### config.mk
export PLATFORM = sky130hd
export DESIGN_NAME = gpu_host_port
export DESIGN_NICKNAME = d
export VERILOG_FILES = /design/src/rtl/gpu_host_port.sv
export SDC_FILE = /design/constraint.sdc
export NUM_CORES = 1
export LEC_CHECK = 0
export ABC_AREA = 1
export BUFFER_PORTS_ARGS = -buffer_cell sky130_fd_sc_hd__buf_4
export CORE_MARGIN = 2
export CORE_UTILIZATION = 45
export CTS_BUF_LIST = sky130_fd_sc_hd__clkbuf_8
export DETAILED_ROUTE_END_ITERATION = 16
export GPL_TIMING_DRIVEN = 0
export PLACE_DENSITY = 0.7
export SYNTH_ARGS = -nofsm -noshare
export SYNTH_HDL_FRONTEND = slang
export SYNTH_SLANG_ARGS = --single-unit
### constraint.sdc
create_clock -name CLK100MHz -period 2.7 [get_ports CLK100MHz]
set_input_delay 0 -clock CLK100MHz [delete_from_list [all_inputs] [get_ports CLK100MHz]]
set_output_delay 0 -clock CLK100MHz [all_outputs]
set_load 0.05 [all_outputs]
### src/rtl/gpu_host_port.sv
// Host bus register port: synchronises the cs_clock strobe, decodes register accesses and
// gives the host pointer-based auto-incrementing access to the video memories, plus IRQ logic.
module gpu_host_port #(
  parameter int NUM_MEM     = 3,
  parameter int ADDR_W      = 12,
  parameter int SCANLINE_W  = 9,
  parameter int SYNC_STAGES = 2
) (
  input  logic                    CLK100MHz,
  input  logic                    rst,
  input  logic [7:0]              data_in,
  output logic [7:0]              data_out,
  output logic                    data_oe,
  input  logic [3:0]              addr,
  input  logic                    rw,
  input  logic                    cs_clock,
  input  logic [SCANLINE_W-1:0]   scanline,
  input  logic                    vblank,
  output logic [NUM_MEM-1:0]      mem_we,
  output logic [NUM_MEM-1:0]      mem_rd_en,
  output logic [ADDR_W-1:0]       mem_addr,
  output logic [7:0]              mem_wdata,
  input  logic [NUM_MEM*8-1:0]    mem_rdata,
  output logic                    irq
);
  typedef enum logic [1:0] {S_IDLE, S_WRITE, S_PREFETCH, S_WAIT} state_t;
  localparam logic [7:0] NUM_MEM_B = 8'(NUM_MEM);

  state_t                  state_q, state_d;
  logic [SYNC_STAGES-1:0]  sync_q;
  logic                    cs_prev_q;
  logic                    pend_v_q, pend_v_d, pend_rw_q, pend_rw_d;
  logic [3:0]              pend_addr_q, pend_addr_d;
  logic [7:0]              pend_data_q, pend_data_d;
  logic [1:0]              ctrl_q, ctrl_d, irqp_q, irqp_d;
  logic [SCANLINE_W-1:0]   line_q, line_d, scan_prev_q;
  logic [ADDR_W-1:0]       ptr_q, ptr_d;
  logic [2:0]              sel_q, sel_d;
  logic [7:0]              inc_q, inc_d, rdbuf_q, rdbuf_d, wdata_q, wdata_d, dout_q, dout_d;
  logic                    vb_prev_q, irq_q;

  logic       fire, take, a_rw;
  logic [3:0] a_addr;
  logic [7:0] a_data, rd_val, rdata_sel;
  logic [1:0] clr, set;
  logic [15:0] ptr_ext, line_ext;

  always_comb begin
    fire   = sync_q[SYNC_STAGES-1] & ~cs_prev_q;
    take   = (state_q == S_IDLE) & (pend_v_q | fire);
    a_addr = pend_v_q ? pend_addr_q : addr;
    a_rw   = pend_v_q ? pend_rw_q   : rw;
    a_data = pend_v_q ? pend_data_q : data_in;
    ptr_ext  = 16'(ptr_q);
    line_ext = 16'(line_q);
    rdata_sel = '0;
    for (int i = 0; i < NUM_MEM; i++)
      if (sel_q == 3'(i)) rdata_sel = mem_rdata[i*8 +: 8];

    case (a_addr)
      4'd0:    rd_val = {6'd0, ctrl_q};
      4'd1:    rd_val = {vblank, 5'd0, irqp_q};
      4'd2:    rd_val = line_ext[7:0];
      4'd3:    rd_val = line_ext[15:8];
      4'd4:    rd_val = ptr_ext[7:0];
      4'd5:    rd_val = ptr_ext[15:8];
      4'd6:    rd_val = {5'd0, sel_q};
      4'd7:    rd_val = rdbuf_q;
      4'd8:    rd_val = inc_q;
      default: rd_val = 8'd0;
    endcase

    // 1-deep slot: refilled only when empty or being drained this same cycle
    pend_v_d = pend_v_q; pend_addr_d = pend_addr_q; pend_rw_d = pend_rw_q; pend_data_d = pend_data_q;
    if (take && pend_v_q) pend_v_d = 1'b0;
    if (fire && !(take && !pend_v_q) && (!pend_v_q || take)) begin
      pend_v_d = 1'b1; pend_addr_d = addr; pend_rw_d = rw; pend_data_d = data_in;
    end

    state_d = state_q; ctrl_d = ctrl_q; line_d = line_q; ptr_d = ptr_q; sel_d = sel_q;
    inc_d = inc_q; rdbuf_d = rdbuf_q; wdata_d = wdata_q; dout_d = dout_q; clr = 2'b00;
    case (state_q)
      S_IDLE: if (take) begin
        if (a_rw) begin
          dout_d = rd_val;
          if (a_addr == 4'd7) begin
            ptr_d   = ptr_q + ADDR_W'(inc_q);
            state_d = S_PREFETCH;
          end
        end else begin
          case (a_addr)
            4'd0: ctrl_d = a_data[1:0];
            4'd1: clr = a_data[1:0];
            4'd2: line_d[7:0] = a_data;
            4'd3: line_d[SCANLINE_W-1:8] = a_data[SCANLINE_W-9:0];
            4'd4: begin ptr_d[7:0] = a_data; state_d = S_PREFETCH; end
            4'd5: begin ptr_d[ADDR_W-1:8] = a_data[ADDR_W-9:0]; state_d = S_PREFETCH; end
            4'd6: begin
              if (a_data < NUM_MEM_B) sel_d = a_data[2:0];
              state_d = S_PREFETCH;
            end
            4'd7: begin wdata_d = a_data; state_d = S_WRITE; end
            4'd8: inc_d = a_data;
            default: ;
          endcase
        end
      end
      S_WRITE: begin
        ptr_d   = ptr_q + ADDR_W'(inc_q);
        state_d = S_PREFETCH;
      end
      S_PREFETCH: state_d = S_WAIT;
      S_WAIT: begin
        rdbuf_d = rdata_sel;
        state_d = S_IDLE;
      end
      default: state_d = S_IDLE;
    endcase

    // a new event in the same cycle as a STATUS clear wins
    set[0] = vblank & ~vb_prev_q;
    set[1] = (scanline != scan_prev_q) && (scanline == line_q);
    irqp_d = (irqp_q & ~clr) | set;
  end

  always_ff @(posedge CLK100MHz or posedge rst) begin
    if (rst) begin
      sync_q <= '1; cs_prev_q <= 1'b1;
      state_q <= S_IDLE;
      pend_v_q <= 1'b0; pend_rw_q <= 1'b0; pend_addr_q <= '0; pend_data_q <= '0;
      ctrl_q <= '0; irqp_q <= '0; line_q <= '0; ptr_q <= '0; sel_q <= '0;
      inc_q <= '0; rdbuf_q <= '0; wdata_q <= '0; dout_q <= '0;
      vb_prev_q <= 1'b0; scan_prev_q <= '0; irq_q <= 1'b0;
    end else begin
      if (SYNC_STAGES > 1) sync_q <= {sync_q[SYNC_STAGES-2:0], cs_clock};
      else sync_q <= cs_clock;
      cs_prev_q <= sync_q[SYNC_STAGES-1];
      state_q <= state_d;
      pend_v_q <= pend_v_d; pend_rw_q <= pend_rw_d; pend_addr_q <= pend_addr_d; pend_data_q <= pend_data_d;
      ctrl_q <= ctrl_d; irqp_q <= irqp_d; line_q <= line_d; ptr_q <= ptr_d; sel_q <= sel_d;
      inc_q <= inc_d; rdbuf_q <= rdbuf_d; wdata_q <= wdata_d; dout_q <= dout_d;
      vb_prev_q <= vblank; scan_prev_q <= scanline;
      irq_q <= |(irqp_q & ctrl_q);
    end
  end

  always_comb begin
    for (int i = 0; i < NUM_MEM; i++) begin
      mem_we[i]    = (state_q == S_WRITE)    && (sel_q == 3'(i));
      mem_rd_en[i] = (state_q == S_PREFETCH) && (sel_q == 3'(i));
    end
  end

  assign mem_addr  = ptr_q;
  assign mem_wdata = wdata_q;
  assign data_out  = dout_q;
  assign data_oe   = cs_clock & rw;
  assign irq       = irq_q;
endmodule

==> summary.log, run 1 <==
[layout] post-layout utilization of the core 58.6%
[route] initial detailed-routing violation count 370
[sta] number of failing setup endpoints in the final timing report 0
[synth] average instance area after synthesis 7.60 um2
[sta] final critical-path required period 2.29 ns
[synth] post-synthesis sequential area ratio 43.6%
[cts] clock slew at the register clock pins of the worst setup and hold paths 0.10 ns
[cts] sink count of the clock tree 90
[pwr] Pint 0.00373 W
[route] Total Wirelength 13,800 um
[synth] number of flip-flops and latches in the synthesized netlist 90
[placement] global placer's final weighted congestion 0.916
[global_routing] Tot GR Track Use 22.4%
[route] average wire length per cell after detail routing 14.2 um
[min_path] Hold/Removal Path Class primary input to asynchronous set/reset pin
[flow_run] number of maximum-capacitance violations 0
[sta] relative max-transition margin 35.3%
[pwr] total power 0.00739 W
[route] routed vias 4,877
[global_routing] wire length of the first global-routing pass 22,600 um
[global_routing] initial antenna violation count 0
[cts] post-CTS resize count 0
[layout] Total Nets Final 882
[cts] maximum buffer depth of the clock tree 2
[placement] Placement Cell Area 6020 um2
[layout] area growth from synthesis to layout 28.2%
[pwr] leakage power summed over all cells 3.39 nW
[synth] Cells after Synth 681
[route] via count normalized by instance count 5.04
[pwr] sequential share of power 30.4%
[placement] post-placement setup slack 0.696 ns
[sta] hold_ws 0.179 ns
[pwr] clock share of power 12.9%
[sta] part of the cycle the worst path needs 84.7%
[outcome] outcome finished clean
[floorplanning] DIE WIDTH 111 um
[sta] largest clock skew in the final design 0.0149 ns
[pwr] pwr dens 1110 nW/um2
[cts] number of buffers inserted during clock tree synthesis 9
[synth] number of enable flip-flop cells after synthesis 0
[global_routing] Congestion Overflow GR 0
[sta] unrepaired setup endpoints after global routing false
[synth] netlist area before placement 5170 um2
[cts] clock latency on the worst-skew pair 0.36 ns
[sta] transition time of the tightest slew-check pin 0.960 ns
[layout] final instance area 6640 um2
[layout] fill cell instance count of the final layout 1,022
[sta] Slew Limit Fails 0
[floorplanning] Std-Cell Core Area 11,300 um2
[pwr] P_sw 0.00366 W
[pwr] worst vdd rail ir drop 722 uV
[floorplanning] DIE AREA 12,400 um2
[pwr] share of power burned in combinational logic 56.7%
[floorplanning] Die Ht 111 um
[synth] post-synth net total 744
[layout] Sequential cell area 2260 um2
[cts] root buf cell clkbuf_8
[placement] number of port buffers 85
[critical_path] Critical Setup Path Class register to register
[critical_path] required time worst endpoint 2.99 ns
[floorplanning] IO Pins 86
[floorplanning] standard-cell rows 39
[placement] post-detail-place hpwl 10,200 um
[critical_path] crit path max fanout 10
[synth] number of unique standard cell types used by synthesis 43
[floorplanning] initial core utilization 45.7%
[synth] Warnings, synthesis 0
[route] first-pass iteration count of the detailed router 6
[global_routing] vias in the first global route 4,710
[layout] count of inserted antenna diode cells 0
[layout] multi-input combinational cell area 2540 um2
[critical_path] nature of the critical path endpoint register
[route] antenna-violating nets left 0
[sta] endpoints failing hold 0
[global_routing] maximum number of pins on one net before global-route repair 63
[sta] highest clock frequency the design can meet 437 MHz
[cts] clock tree from TritonCTS yes
[sta] post-route setup slack 0.413 ns
[cts] number of levels in the clock H-tree 3
[critical_path] Critical Path AT 2.58 ns
[synth] proportion of synthesized flip-flops having asynchronous set or reset 100%
[pwr] switching portion of total power 49.5%
[synth] predominant post-synthesis flop cell dfrtp_1
[critical_path] Worst setup SP type register
[layout] share of post-route cells with drive strength above 1 19.1%
[route] final routed DRC violation total 0
-- kinds of logic after synthesis --
logic type	count (synthesis)	synth area share, %
AND/OR/NAND/NOR	382	32.7
buffers and inverters	91	7.30
flip-flops	90	43.6
AO/OA/AOI/OAI	86	9.75
XOR/XNOR	18	3.05
adder cells (fa/ha/maj)	13	3.29
multiplexers	1	0.290
-- metal layers --
layer / track usage [%] / part of all wire [%]
met4: 6.26 / 2.0
met2: 38.5 / 49
met1: 29.5 / 45
met5: 0 / 0
met3: 3.39 / 4.5
-- worst paths after layout --
| check | from | to | slack, ns | cells past startpoint |
|---|---|---|---|---|
| min | rst | mem_addr[10] | 0.18 | 3 |
| max reg2reg | sel_q[0] | rdbuf_q[1] | 0.41 | 6 |
| min reg2reg | sync_q[0] | sync_q[1] | 0.36 | 0 |
| max | sel_q[0] | rdbuf_q[1] | 0.41 | 6 |
| min in group CLK100MHz | cs_clock | sync_q[0] | 0.30 | 2 |
| max in group asynchronous | rst | rdbuf_q[3] | 1.87 | 4 |
-- flip-flops by register name (all words and copies together), names as in the netlist --
name	flops
mem_addr	12
line_q	9
scan_prev_q	9
data_out	8
inc_q	8
mem_wdata	8
pend_data_q	8
rdbuf_q	8
pend_addr_q	4
sel_q	3
ctrl_q	2
irqp_q	2
state_q	2
sync_q	2
cs_prev_q	1
irq	1
pend_rw_q	1
pend_v_q	1
vb_prev_q	1
-- synth_stat cells, types with 2 or more instances --
cell type  instances  share of area [%]
xnor2_1           11                1.9
o21ai_1           27                2.6
inv_2              6               0.44
nand2_4            2               0.44
o21ai_0           33                3.2
nor2_1            51                3.7
nor2_8             3                1.2
a41oi_1            8                1.4
nand2_1          238                 17
o21ai_2            3               0.51
nor2_4             6                1.3
dfstp_2            3                1.5
buf_2              2               0.19
nand4_1            9                1.1
nor3_1             2               0.19
inv_1             72                5.2
buf_6              3               0.65
or2_2              3               0.36
nor2_2             2               0.24
a21oi_2            2               0.34
a21oi_1            6               0.58
clkbuf_1           3               0.22
a31oi_1            2               0.24
nand3_1           48                4.6
dfrtp_1           87                 42
nand2_2           14                1.7
ha_1              12                2.9
xor2_1             7                1.2
nand3b_1           2               0.29
-- critical path, cell delays in order (launching register included) --
cell	delay, ns
dfrtp_1	0.42
nor2_1	0.49
nand2_1	0.18
inv_1	0.27
nand2_1	0.10
a41oi_1	0.19
dlygate4sd3_1	0.58
-- power groups by stage --
stage	Combinational (W)	Sequential, W	Clock (W)
after global routing	0.00462	0.00231	0.00102
after detailed placement	0.00399	0.00227	0
after floorplan	0.00234	0.00280	0
after CTS	0.00417	0.00224	0.000977
after global placement	0.00391	0.00225	0
final	0.00419	0.00225	0.000950
-- through the flow --
stage,setup TNS [ns],cells
2_1_floorplan,0,681
3_3_place_gp,-53.57,909
3_5_place_dp,0,910
4_1_cts,0,967
5_1_grt,0,967
6_report,0,967
-- cell usage in the layout, fill, tap and decap left out, types with 2 or more instances in the layout --
master / netlist / layout
a21oi_1: 6 / 6
a21oi_2: 2 / 2
a31oi_1: 2 / 2
a41oi_1: 8 / 8
buf_2: 2 / 2
buf_4: 1 / 86
buf_6: 3 / 3
clkbuf_1: 3 / 3
clkbuf_8: 0 / 10
clkinvlp_4: 0 / 2
dfrtp_1: 87 / 87
dfstp_2: 3 / 3
dlygate4sd3_1: 0 / 41
ha_1: 12 / 12
inv_1: 72 / 72
inv_2: 6 / 6
inv_4: 1 / 2
inv_6: 1 / 2
nand2_1: 238 / 238
nand2_2: 14 / 14
nand2_4: 2 / 2
nand3_1: 48 / 48
nand3b_1: 2 / 2
nand4_1: 9 / 9
nor2_1: 51 / 51
nor2_2: 2 / 2
nor2_4: 6 / 6
nor2_8: 3 / 3
nor3_1: 2 / 2
o21ai_0: 33 / 33
o21ai_1: 27 / 27
o21ai_2: 3 / 3
or2_2: 3 / 3
xnor2_1: 11 / 11
xor2_1: 7 / 7
-- cell type report --
| cell class | count | share of cell area, % |
|---|---|---|
| multi-input combinational | 500 | 38.3 |
| sequential | 90 | 34.0 |
| timing repair buffer | 127 | 16.2 |
| inverter | 81 | 4.73 |
| tap | 143 | 2.70 |
| clock buffer | 10 | 2.07 |
| clock inverter | 6 | 0.999 |
| buffer | 10 | 0.999 |
-- timing repair --
action	CTS	global route
endpoints found under the hold margin	62	0
buffers inserted	0	0
endpoints found under the setup margin	0	0
hold buffers	41	0
No activity file was read; power rests on OpenSTA's default activity.
==> run 2, diff against run 1 <==
--- a/config.mk
+++ b/config.mk
@@ -12,7 +12,7 @@
 export CTS_BUF_LIST = sky130_fd_sc_hd__clkbuf_8
 export DETAILED_ROUTE_END_ITERATION = 16
 export GPL_TIMING_DRIVEN = 0
-export PLACE_DENSITY = 0.7
+export PLACE_DENSITY = 0.73
 export SYNTH_ARGS = -nofsm -noshare
 export SYNTH_HDL_FRONTEND = slang
 export SYNTH_SLANG_ARGS = --single-unit
==> constraint.sdc (replaced) <==
create_clock -name CLK100MHz -period 2.1 [get_ports CLK100MHz]
set_input_delay 0 -clock CLK100MHz [delete_from_list [all_inputs] [get_ports CLK100MHz]]
set_output_delay 0 -clock CLK100MHz [all_outputs]
set_load 0.05 [all_outputs]
==> run 2 against run 1 <==
Against the previous run: clock power up 16%; die area stayed put; routed wire length is 2.9% higher; register-to-register slack worse by 0.28 ns; clock skew shrank 0.0069 ns; final cell count rose by 0.93%; clock-buffer cell count did not move; via count up 1.8%; non-clock buffer count is 9 higher; hold slack got worse by 0.068 ns; critical path type unchanged; critical endpoint is now mem_addr[10].
==> summary.log, run 2 (synthesized netlist as in run 1, its figures left out) <==
[layout] count of inserted antenna diode cells 0
[cts] number of buffers added for setup after CTS 0
[sta] highest clock frequency the design can meet 509 MHz
[critical_path] worst reg2reg setup slack 0.14 ns
[layout] highest-count cells in the layout ignoring fill and taps 237 x nand2_1, 86 x buf_4, 86 x dfrtp_1
[sta] total negative setup slack 0 ns
[pwr] Pint 0.00457 W
[layout] flip-flop count of the largest register after layout 12
[critical_path] required time worst endpoint 2.37 ns
[floorplanning] Die Ht 111 um
[pwr] total power 0.00926 W
[cts] number of levels in the clock H-tree 3
[pwr] P_sw 0.00470 W
[pwr] sequential share of power 31.2%
[outcome] outcome finished clean
[route] routed vias 4,966
[global_routing] initial antenna violation count 0
[cts] maximum buffer depth of the clock tree 2
[global_routing] Tot GR Track Use 23.2%
[route] final routed DRC violation total 0
[cts] number of buffers inserted during clock tree synthesis 9
[critical_path] crit path max fanout 4
[sta] transition time of the tightest slew-check pin 0.662 ns
[layout] multi-input combinational cell area 2550 um2
[layout] share of post-route cells with drive strength above 1 19.8%
[route] initial detailed-routing violation count 393
[floorplanning] DIE AREA 12,400 um2
[critical_path] nature of the critical path endpoint register
[pwr] switching portion of total power 50.7%
[critical_path] critical register-to-register path startpoint inc_q[0]
[layout] most common cell after layout, fill and taps aside nand2_1
[layout] area growth from synthesis to layout 29.8%
[sta] relative max-transition margin 55.7%
[flow_run] number of maximum-capacitance violations 0
[floorplanning] DIE WIDTH 111 um
[route] antenna-violating nets left 0
[placement] number of port buffers 85
[cts] root buf cell clkbuf_8
[route] average wire length per cell after detail routing 14.5 um
[pwr] leakage power summed over all cells 3.41 nW
[sta] Slew Limit Fails 0
[sta] hold_ws 0.111 ns
[critical_path] number of cells traversed by the worst register-to-register path 12
[sta] unrepaired setup endpoints after global routing false
[floorplanning] initial core utilization 45.7%
[floorplanning] standard-cell rows 39
[cts] clock slew at the register clock pins of the worst setup and hold paths 0.09 ns
[sta] final critical-path required period 1.96 ns
[floorplanning] IO Pins 86
[cts] clock tree from TritonCTS yes
[global_routing] vias in the first global route 4,874
[min_path] Hold/Removal Path Class primary input to asynchronous set/reset pin
[layout] final instance area 6720 um2
[critical_path] Critical Setup Path Class register to register
[sta] largest clock skew in the final design 0.00801 ns
[sta] endpoints failing hold 0
[critical_path] worst flop-to-flop path endpoint mem_addr[10]
[critical_path] Critical Path AT 2.23 ns
[cts] clock latency on the worst-skew pair 0.37 ns
[layout] post-layout utilization of the core 59.3%
[placement] post-detail-place hpwl 10,400 um
[pwr] worst vdd rail ir drop 930 uV
[global_routing] wire length of the first global-routing pass 23,300 um
[pwr] clock share of power 11.9%
[route] via count normalized by instance count 5.09
[layout] Total Nets Final 891
[global_routing] Congestion Overflow GR 0
[global_routing] maximum number of pins on one net before global-route repair 45
[floorplanning] Std-Cell Core Area 11,300 um2
[placement] Placement Cell Area 6040 um2
[route] Total Wirelength 14,200 um
[sta] part of the cycle the worst path needs 93.5%
[placement] global placer's final weighted congestion 0.902
[layout] Sequential cell area 2260 um2
[sta] number of failing setup endpoints in the final timing report 0
[layout] fill cell instance count of the final layout 1,010
[cts] sink count of the clock tree 90
[critical_path] Worst setup SP type register
[pwr] pwr dens 1380 nW/um2
[route] first-pass iteration count of the detailed router 5
[pwr] share of power burned in combinational logic 56.9%
run 2: layout make-up:
class / instances / area share, %
multi-input cells: 500 / 38.0
flip-flops and latches: 90 / 33.6
repair buffers: 136 / 17.4
inverters: 81 / 4.69
well taps: 143 / 2.66
clock buffers: 10 / 2.05
plain buffers: 10 / 1.01
clock inverters: 6 / 0.615
run 2: layer usage:
metal	part of all wire, %	wire [um]	track usage (%)
met1	44	6260	30.4
met4	2.3	327	7.49
met2	49	6920	38.8
met5	0	0	0
met3	4.7	673	4.65
run 2: critical path: stages, from the launching register on:
cell      delay, ns
dfrtp_1        0.40
ha_1           0.21
inv_1          0.06
fa_1           0.40
nand3b_1       0.17
nand2_1        0.13
nand2_1        0.08
nand2_2        0.10
nand2_1        0.06
nand2_1        0.06
nand3_1        0.07
nand3_1        0.07
nand2_1        0.05
run 2: how the worst max path moves through the flow:
stage                     start  depth (start not counted)      endpoint
floorplan           mem_addr[1]                         11  mem_addr[10]
global placement       inc_q[0]                         12  mem_addr[10]
detailed placement     pend_v_q                          9      sel_q[0]
CTS                    pend_v_q                          9      sel_q[0]
global route           pend_v_q                         11      sel_q[0]
finish                 inc_q[0]                         12  mem_addr[10]
run 2: power groups by stage:
stage	Sequential [W]	Clock, W	Combinational (W)
floorplan	0.00361	0	0.00301
global placement	0.00290	0	0.00503
detailed placement	0.00292	0	0.00514
CTS	0.00289	0.00112	0.00523
global route	0.00297	0.00118	0.00581
finish	0.00289	0.00110	0.00527
run 2: stage by stage:
stage / cells / setup slack, ns
floorplan: 681 / 0.0386
detailed placement: 911 / 0.0603
global route: 976 / 0.0104
CTS: 976 / 0.0363
finish: 976 / 0.136
global placement: 909 / 0.0984
run 2: what timing repair did:
action	in CTS	in global routing
hold endpoints to repair	77	0
hold buffers	49	0
setup endpoints to repair	0	16
gates resized for setup	0	9
==> run 3, diff against run 2 <==
--- a/config.mk
+++ b/config.mk
@@ -5,7 +5,6 @@
 export SDC_FILE = /design/constraint.sdc
 export NUM_CORES = 1
 export LEC_CHECK = 0
-export ABC_AREA = 1
 export BUFFER_PORTS_ARGS = -buffer_cell sky130_fd_sc_hd__buf_4
 export CORE_MARGIN = 2
 export CORE_UTILIZATION = 45
==> run 3 against run 2 <==
Against the previous run: power rose by 23%; clock skew hardly changed; highest routed layer unchanged; first-iteration DRC count up 0.76%; register-to-register slack got worse by 0.10 ns; utilization is 3.8 points higher; sequential power increased by 10%; routed wire length grew 5.4%; clock power grew 7%; area after synthesis decreased by 1.2%; critical endpoint is now sel_q[0]; maximum frequency down 5.0%; global-route usage up 1.5 points.
==> summary.log, run 3 <==
[outcome] outcome finished clean
[pwr] worst vdd rail ir drop 974 uV
[flow_run] number of maximum-capacitance violations 0
[pwr] sequential share of power 28.0%
[floorplanning] Std-Cell Core Area 11,000 um2
[critical_path] CP cell instances buf_12 > buf_12 > buf_12 > nor3_1 > a21oi_2 > nor4_4 > mux2_2
[global_routing] maximum number of pins on one net before global-route repair 35
[sta] highest clock frequency the design can meet 484 MHz
[floorplanning] IO Pins 86
[pwr] total power 0.0114 W
[sta] endpoints failing hold 0
[sta] largest clock skew in the final design 0.00798 ns
[synth] Synth area leader dfrtp_1
[critical_path] Most common cell on crit path buf_12
[synth] top cells by count, synth 87 x dfrtp_1, 61 x a21oi_1, 60 x nor2_1
[sta] Slew Limit Fails 0
[sta] post-route setup slack 0.0330 ns
[sta] final critical-path required period 2.07 ns
[synth] count leader, synth dfrtp_1
[route] final routed DRC violation total 0
[critical_path] worst-path cell with the longest stage delay dfrtp_2
[pwr] Pint 0.00601 W
[critical_path] launch point of the critical path pend_v_q
[synth] proportion of netlist area held by the largest area contributor 42.6%
[min_path] Hold/Removal Path Class primary input to register
[pwr] P_sw 0.00539 W
[placement] number of port buffers 84
[placement] DP Cell Count 739
[cts] root buf cell clkbuf_8
[critical_path] Critical Setup Path Class register to register
[layout] post-layout utilization of the core 63.2%
[critical_path] slowest cell delay on critical path 0.43 ns
[critical_path] Worst setup SP type register
[sta] relative max-transition margin 49.4%
[synth] number of enable flip-flop cells after synthesis 0
[synth] Cells after Synth 513
[synth] number of unique standard cell types used by synthesis 70
[cts] sink count of the clock tree 90
[floorplanning] DIE AREA 12,200 um2
[synth] largest cells by area after synthesis dfrtp_1 43%, a21oi_1 6.0%, nor2_1 4.4%, mux2_2 4.2%, mux2i_1 3.1%
[floorplanning] DIE WIDTH 111 um
[critical_path] nature of the critical path endpoint register
[critical_path] category of cells accounting for the largest share of critical-path delay simple AND/OR/NAND/NOR gates
[min_path] beginning of the worst hold path mem_rdata[5]
[synth] proportion of synthesized flip-flops having asynchronous set or reset 100%
[global_routing] vias in the first global route 4,740
[route] via count normalized by instance count 5.75
[placement] global placer's final weighted congestion 0.902
[layout] flip-flop count of the largest register after layout 12
[floorplanning] standard-cell rows 38
[layout] Total Nets Final 730
[layout] final instance area 6940 um2
[pwr] pwr dens 1640 nW/um2
[critical_path] required time worst endpoint 2.37 ns
[global_routing] Tot GR Track Use 24.7%
[critical_path] worst reg2reg setup slack 0.03 ns
[synth] Warnings, synthesis 0
[synth] average instance area after synthesis 9.96 um2
[critical_path] Critical Path AT 2.33 ns
[cts] clock tree from TritonCTS yes
[cts] clock slew at the register clock pins of the worst setup and hold paths 0.09 ns
[placement] Placement Cell Area 5970 um2
[critical_path] crit path max fanout 10
[layout] fill cell instance count of the final layout 861
[cts] maximum buffer depth of the clock tree 2
[cts] number of levels in the clock H-tree 3
[pwr] switching portion of total power 47.3%
[cts] number of buffers inserted during clock tree synthesis 9
[global_routing] wire length of the first global-routing pass 24,100 um
[critical_path] worst flop-to-flop path endpoint sel_q[0]
[route] initial detailed-routing violation count 396
[synth] post-synth net total 576
[synth] netlist area before placement 5110 um2
[layout] share of post-route cells with drive strength above 1 32.6%
[sta] number of failing setup endpoints in the final timing report 0
[critical_path] number of cells traversed by the worst register-to-register path 7
[layout] count of inserted antenna diode cells 0
[global_routing] Congestion Overflow GR 0
[sta] unrepaired setup endpoints after global routing true
[layout] highest-count cells in the layout ignoring fill and taps 112 x buf_4, 80 x dfrtp_1, 59 x nor2_1
[critical_path] stages on the worst setup path 7
[route] routed vias 4,669
[critical_path] total buffers and inverters traversed by the critical path 3
[critical_path] worst setup path end sel_q[0]
[synth] predominant post-synthesis flop cell dfrtp_1
[sta] part of the cycle the worst path needs 98.4%
[critical_path] critical register-to-register path startpoint pend_v_q
[layout] most common cell after layout, fill and taps aside buf_4
[route] average wire length per cell after detail routing 18.4 um
[route] antenna-violating nets left 0
[floorplanning] Die Ht 111 um
[pwr] leakage power summed over all cells 3.06 nW
[cts] clock latency on the worst-skew pair 0.37 ns
[placement] post-detail-place hpwl 10,500 um
[layout] filler-free cell count of the finished design 812
[placement] post-placement setup slack -0.358 ns
[sta] transition time of the tightest slew-check pin 0.758 ns
[route] first-pass iteration count of the detailed router 5
[global_routing] initial antenna violation count 0
[floorplanning] initial core utilization 46.5%
[synth] post-synthesis sequential area ratio 44.1%
[layout] area growth from synthesis to layout 35.8%
[route] Total Wirelength 14,900 um
[pwr] clock share of power 10.4%
[synth] number of flip-flops and latches in the synthesized netlist 90
[pwr] share of power burned in combinational logic 61.6%
run 3: changes by cell type in the layout (fill, tap and decap cells not counted), sizes merged, moves of 11 or more:
cell | previous run | this run
mux2i | 0 | 19
nand2 | 254 | 29
a22o | 1 | 12
a21oi | 8 | 64
mux2 | 1 | 20
inv | 80 | 18
nand3 | 49 | 4
buf | 95 | 131
dlygate4sd3 | 49 | 31
o21ai | 64 | 26
run 3: kinds of logic (layout without fill, tap and decap cells):
kind of cell	after synthesis	after routing	synth area share, %
AO/OA/AOI/OAI	153	153	20.0
buffers and inverters	46	205	4.75
adder cells (fa/ha/maj)	13	13	3.33
AND/OR/NAND/NOR	148	148	15.1
multiplexers	39	39	8.59
flip-flops	90	90	44.1
XOR/XNOR	24	24	4.11
run 3: cell type report:
type                            count  area (um2)  area share (%)
Buffer                             29         220            3.17
Clock buffer                        9         124            1.79
Clock inverter                      7        62.6           0.902
Inverter                           17        67.6           0.974
Multi-Input combinational cell    377        2840            40.9
Sequential cell                    90        2260            32.6
Tap cell                          140         175            2.52
Timing Repair Buffer              143        1180            17.1
run 3: power groups by stage:
| stage | clock, W | sequential, W | combinational [W] |
|---|---|---|---|
| floorplan | 0 | 0.00381 | 0.00346 |
| CTS | 0.00119 | 0.00312 | 0.00642 |
| detailed placement | 0 | 0.00315 | 0.00578 |
| global route | 0.00127 | 0.00327 | 0.00754 |
| finish | 0.00118 | 0.00319 | 0.00703 |
| global placement | 0 | 0.00311 | 0.00565 |
run 3: how the worst min path moves through the flow:
| stage | end | slack (ns) | cells past startpoint |
|---|---|---|---|
| 6_report | rdbuf_q[5] | 0.02 | 5 |
| 5_1_grt | rdbuf_q[4] | 0.05 | 5 |
| 4_1_cts | pend_addr_q[1] | 0.009 | 2 |
| 3_5_place_dp | sync_q[0] | 0.12 | 1 |
| 3_3_place_gp | sync_q[0] | 0.11 | 1 |
| 2_1_floorplan | sync_q[0] | 0.004 | 0 |
run 3: what timing repair did:
action / in CTS / in global routing
hold endpoints to repair: 66 / 0
endpoints found under the setup margin: 38 / 34
buffers inserted: 13 / 13
resized for setup: 32 / 25
hold buffers: 31 / 0
pin swaps: 5 / 15
run 3: tightest hold or removal path, cell delays in order:
cell	delay, ns
buf_4	0.07
mux2i_1	0.05
nor2_1	0.08
a21oi_1	0.05
o22ai_1	0.09
run 3: per-layer routing:
metal / vias to the layer above / GRT usage [%] / wire length (um) / part of all wire, %
met2: 188 / 39.4 / 7170 / 48
met4: 0 / 10.7 / 406 / 2.7
met1: 2299 / 32.4 / 6340 / 42
li1: 2149 / - / - / -
met5: - / 0 / 0 / 0
met3: 33 / 5.54 / 1020 / 6.8
run 3: through the flow:
| step | hold slack (ns) | TNS (ns) |
|---|---|---|
| floorplan | 0.00448 | -0.878 |
| global placement | 0.114 | -4.82 |
| detailed placement | 0.116 | -5.81 |
| CTS | 0.00903 | 0 |
| global route | 0.0489 | -0.218 |
| finish | 0.0197 | 0 |
